==> src/rtl/seven_seg_scan_driver.sv <==
// Multiplexed hex-digit scanner feeding a seven-segment decoder; outputs are registered with no lag beyond the slot edge.
// load is always accepted; new data is held pending and swapped in only at the frame wrap.
module seven_seg_scan_driver #(
   parameter int NUM_DIGITS   = 4,
   parameter int REFRESH_DIV  = 100000,
   parameter int BLANK_CYCLES = 1000
) (
   input  logic                      clk,
   input  logic                      rst,
   input  logic [4*NUM_DIGITS-1:0]   value,
   input  logic [NUM_DIGITS-1:0]     digit_en,
   input  logic [NUM_DIGITS-1:0]     dp_in,
   input  logic                      load,
   output logic [3:0]                digit,
   output logic [NUM_DIGITS-1:0]     an,
   output logic                      dp_n,
   output logic [2:0]                digit_idx,
   output logic                      frame_tick
);

   localparam int CW = (REFRESH_DIV > 1) ? $clog2(REFRESH_DIV) : 1;
   localparam int IW = (NUM_DIGITS > 1) ? $clog2(NUM_DIGITS) : 1;
   localparam logic [CW-1:0] CNT_LAST = CW'(REFRESH_DIV - 1);
   localparam logic [IW-1:0] IDX_LAST = IW'(NUM_DIGITS - 1);

   logic [CW-1:0]             r_cnt;
   logic [IW-1:0]             r_idx;

   logic [4*NUM_DIGITS-1:0]   r_pend_value;
   logic [NUM_DIGITS-1:0]     r_pend_en;
   logic [NUM_DIGITS-1:0]     r_pend_dp;
   logic                      r_pend_valid;

   logic [4*NUM_DIGITS-1:0]   r_disp_value;
   logic [NUM_DIGITS-1:0]     r_disp_en;
   logic [NUM_DIGITS-1:0]     r_disp_dp;

   logic [3:0]                r_digit;
   logic [NUM_DIGITS-1:0]     r_an;
   logic                      r_dp_n;
   logic [2:0]                r_digit_idx;
   logic                      r_frame_tick;

   logic                      w_cnt_last;
   logic                      w_idx_last;
   logic                      w_wrap;
   logic [CW-1:0]             w_cnt_nxt;
   logic [IW-1:0]             w_idx_nxt;
   logic [2:0]                w_idx_ext;
   logic                      w_blank;
   logic                      w_lit;
   logic [4*NUM_DIGITS-1:0]   w_disp_value_nxt;
   logic [NUM_DIGITS-1:0]     w_disp_en_nxt;
   logic [NUM_DIGITS-1:0]     w_disp_dp_nxt;

   assign w_cnt_last = (r_cnt == CNT_LAST);
   assign w_idx_last = (r_idx == IDX_LAST);
   assign w_wrap     = w_cnt_last & w_idx_last;

   always_comb begin
      w_cnt_nxt = w_cnt_last ? '0 : r_cnt + CW'(1);
      w_idx_nxt = r_idx;
      if (w_cnt_last) begin
         w_idx_nxt = w_idx_last ? '0 : r_idx + IW'(1);
      end
   end

   // A load landing on the wrap cycle bypasses the shadow so the latest data wins.
   always_comb begin
      w_disp_value_nxt = r_disp_value;
      w_disp_en_nxt    = r_disp_en;
      w_disp_dp_nxt    = r_disp_dp;
      if (w_wrap && load) begin
         w_disp_value_nxt = value;
         w_disp_en_nxt    = digit_en;
         w_disp_dp_nxt    = dp_in;
      end else if (w_wrap && r_pend_valid) begin
         w_disp_value_nxt = r_pend_value;
         w_disp_en_nxt    = r_pend_en;
         w_disp_dp_nxt    = r_pend_dp;
      end
   end

   generate
      if (BLANK_CYCLES == 0) begin : g_no_blank
         assign w_blank = 1'b0;
      end else begin : g_blank
         assign w_blank = (w_cnt_nxt < CW'(BLANK_CYCLES));
      end
   endgenerate

   assign w_lit = ~w_blank & w_disp_en_nxt[w_idx_nxt];

   always_comb begin
      w_idx_ext            = '0;
      w_idx_ext[IW-1:0]    = w_idx_nxt;
   end

   always_ff @(posedge clk) begin
      if (rst) begin
         r_cnt        <= '0;
         r_idx        <= '0;
         r_pend_value <= '0;
         r_pend_en    <= '0;
         r_pend_dp    <= '0;
         r_pend_valid <= 1'b0;
         r_disp_value <= '0;
         r_disp_en    <= '1;
         r_disp_dp    <= '0;
         r_digit      <= '0;
         r_an         <= '1;
         r_dp_n       <= 1'b1;
         r_digit_idx  <= '0;
         r_frame_tick <= 1'b0;
      end else begin
         r_cnt        <= w_cnt_nxt;
         r_idx        <= w_idx_nxt;
         r_disp_value <= w_disp_value_nxt;
         r_disp_en    <= w_disp_en_nxt;
         r_disp_dp    <= w_disp_dp_nxt;

         if (w_wrap) begin
            r_pend_valid <= 1'b0;
         end else if (load) begin
            r_pend_value <= value;
            r_pend_en    <= digit_en;
            r_pend_dp    <= dp_in;
            r_pend_valid <= 1'b1;
         end

         // Digit nibble stays put through blanking so the decoder output is settled when anodes turn on.
         r_digit      <= w_disp_value_nxt[{w_idx_nxt, 2'b00} +: 4];
         r_an         <= w_lit ? ~(NUM_DIGITS'(1) << w_idx_nxt) : '1;
         r_dp_n       <= ~(w_lit & w_disp_dp_nxt[w_idx_nxt]);
         r_digit_idx  <= w_idx_ext;
         r_frame_tick <= w_wrap;
      end
   end

   assign digit      = r_digit;
   assign an         = r_an;
   assign dp_n       = r_dp_n;
   assign digit_idx  = r_digit_idx;
   assign frame_tick = r_frame_tick;

endmodule
==> config.mk <==
export PLATFORM = sky130hd
export DESIGN_NAME = seven_seg_scan_driver
export DESIGN_NICKNAME = d
export VERILOG_FILES = /design/src/rtl/seven_seg_scan_driver.sv
export SDC_FILE = /design/constraint.sdc
export NUM_CORES = 1
export LEC_CHECK = 0
export ABC_CLOCK_PERIOD_IN_PS = 4000
export CORE_AREA = 10 10 90 92
export DETAILED_ROUTE_END_ITERATION = 16
export DIE_AREA = 0 0 100 102
export PLACE_DENSITY = 0.88
export SLEW_MARGIN = 10
export SYNTH_ARGS = -nofsm -noshare
export SYNTH_HDL_FRONTEND = slang
export SYNTH_SLANG_ARGS = --single-unit
==> constraint.sdc <==
create_clock -name clk -period 4 [get_ports clk]
set_input_delay 0.8 -clock clk [delete_from_list [all_inputs] [get_ports clk]]
set_output_delay 0.8 -clock clk [all_outputs]
set_load 0.01 [all_outputs]
==> impl_results.md <==
- Vias in the first global route: approximately 3200
- Hold Fails Final Rpt: 0
- 1st-iter DRT viols: about 320
- Async SR Flop Fraction: 0
- Slew @ Worst Pin: 0.946 ns
- Largest family of logic cells by synthesized area: simple AND/OR/NAND/NOR gates
- Final hold slack: 0.449 ns
- Crit path buf inv count: 0
- Number of synthesized flops with an enable pin: 0
- Post-Syn Instances: ~460
- CTS tree: done
- Vias/cell: 6.16
- Top FF cell, synth: dfxtp_1
- Crit path max fanout: 15
- Post-synthesis compound-gate area fraction: 0.181
- Layout Utilization: 0.680
- Crit. End Element: register
- Share of synthesized area spent on multiplexers: 0.0410
- CP arrival: 3.37 ns
- Final Max Slew Viols: 0
- Die Ht: 102 um
- WL per Instance: between 15 and 20 um
- WS Path Type: register to register
- Pre-antenna DRT Iters: 7
- Worst IR drop on VDD: roughly 0.00028 V
- Area of the multi-input gates: 1940 sq um
- Most common cell after layout, fill and taps aside: dfxtp_1
- RSZ-0062 raised after global routing: no
- DIE AREA: 10200 sq um
- Synth Net Count: 485
- Core area: 6280 sq um
- Register bit total from synthesis: slightly below 80
- Pwr Density: 361 nW/um^2
- CP cell instances: ha_1, nand4b_1, nor4_2, mux2i_2, nand2_1, o21ai_0, nor2_1, a211oi_1
- Clock Latency Late Sink: 0.36 ns
- Global-route usage over all layers: 0.173
- Worst setup SP type: register
- I/O pin total: 40
- First-pass GRT wire length: ~15 mm
- Clock skew: 0.00957 ns
- Largest delay share family, worst path: simple AND/OR/NAND/NOR gates
- Adder-Cell Fraction of Synth Area: 0.00678
- Number of diodes: 0
- Nets: 502
- Tcrit/Tclk final: 0.774
- Drc violations: 0
- Final worst setup slack: 0.904 ns
- Largest net degree at the start of global routing: 61
- Mapped Area: roughly 3700 sq um
- Place WS: 0.954 ns
- Crit path time final: 3.10 ns
- Critical path's slowest cell: mux2i_2
- Status: complete, no violations
- Row count: 29
- Setup violators final: 0
- Routability Congestion: roughly 0.93
- Crit-path max cell delay: 0.75 ns
- Simple-Gate Fraction of Synth Area: 0.254
- Hold Crit Class: register to register
- WP data required: between 4 and 5 ns
- Post-route ant nets: 0
- Cts repair resizes: 0
- Postcts setup bufs: 0
- Ys Warns: 0
- Inserted Clock Buffers: 9
- Most frequent cells in the layout: 78 x dfxtp_1, 68 x nand2_1, 63 x nor2_1
- Synthesized area per cell: a little over 8 sq um
- Initial antenna violation count: 0
- Sink Count: 78
- Post-synthesis xor/xnor area fraction: 0.0403
- Clock slew at reported path FFs: about 0.080 ns
- Total Wirelength: 9.22 mm
- CTS H-tree depth: 3
- Maxcap violations: 0
- Hpwl dp: 6.12 mm
- Max Freq: 323 MHz
- Remaining Overflow, GRT: 0
- Port bufs: 38
- Setup tns final: 0 ns
- LEAKAGE: 1.56 nW
- Clock Tree Root: clkbuf_8
- Post-synthesis sequential area ratio: 0.423
- Syn-to-layout area delta: 15.6%
- Share of cells above drive strength 1: 0.0858
- Post-cts hold buffer count: 0
- Slew margin rel.: 0.369
- FILL cells: between 400 and 500
- Number of distinct library cells after synthesis: 63
- Die extent in x: 100 um
- Via count: 3417
- Initial Util: 0.588
- CTS Buffer Depth: 2
- Reg area: 1560 sq um
-- final timing paths --
path	start	to	slack (ns)	depth (start not counted)
min reg2reg	r_cnt[0]	r_cnt[0]	0.45	1
min	r_cnt[0]	r_cnt[0]	0.45	1
max	r_cnt[0]	digit[1]	0.90	8
max reg2reg	r_cnt[0]	digit[1]	0.90	8
-- logic make-up (layout without fill, tap and decap cells) --
kind of cell	after synthesis	count (layout)
flip-flops	78	78
AO/OA/AOI/OAI	100	100
AND/OR/NAND/NOR	199	199
multiplexers	14	14
other	1	1
adder cells (fa/ha/maj)	2	2
XOR/XNOR	17	17
buffers and inverters	45	67
-- layer usage --
metal,up-vias,GRT usage,share of wire,routed length (um)
met1,1590,0.204,0.40,3720
met4,0,0.0935,0.032,291
met3,27,0.0412,0.082,759
met2,165,0.287,0.48,4450
met5,-,0,0,0
li1,1635,-,-,-
-- per-stage QoR --
step | area, sq um | cells | power, W
2_1_floorplan | 3690 | 456 | 0.000866
3_3_place_gp | 4050 | 539 | 0.000905
3_5_place_dp | 4050 | 539 | 0.000909
4_1_cts | 4270 | 555 | 0.00155
5_1_grt | 4270 | 555 | 0.00159
6_report | 4270 | 555 | 0.00154
-- Yosys cell counts, types with 7 or more instances --
cell type / instances / area share
dfxtp_1: 78 / 0.42
nand2_1: 68 / 0.069
nor2_1: 63 / 0.064
a21oi_1: 33 / 0.045
clkbuf_1: 25 / 0.025
nand3_1: 20 / 0.027
a211oi_1: 16 / 0.033
xnor2_1: 12 / 0.028
o21ai_0: 11 / 0.015
mux2i_1: 10 / 0.027
buf_2: 9 / 0.012
nor3_1: 9 / 0.012
inv_1: 7 / 0.0071
-- flip-flops by register name, indices dropped and copies added (netlist names) --
name and count:
r_disp_dp 4, r_cnt 17, r_disp_value 16, digit_idx 2
dp_n 1, r_disp_en 4, r_pend_valid 1, r_pend_value 16
r_pend_en 4, an 4, frame_tick 1, r_pend_dp 4
digit 4
-- report_power, final --
group          internal (W)  switching (W)   total, W
logic             0.0000391      0.0000461  0.0000852
registers          0.000792      0.0000141   0.000806
clock network      0.000353       0.000297   0.000650
-- layout make-up --
| class | count | area share |
|---|---|---|
| Multi-Input combinational cell | 333 | 0.455 |
| Sequential cell | 78 | 0.366 |
| Timing Repair Buffer | 44 | 0.0985 |
| Clock buffer | 9 | 0.0290 |
| Clock inverter | 7 | 0.0226 |
| Tap cell | 77 | 0.0226 |
| Inverter | 7 | 0.00616 |
(Power assumes the default switching activity.)
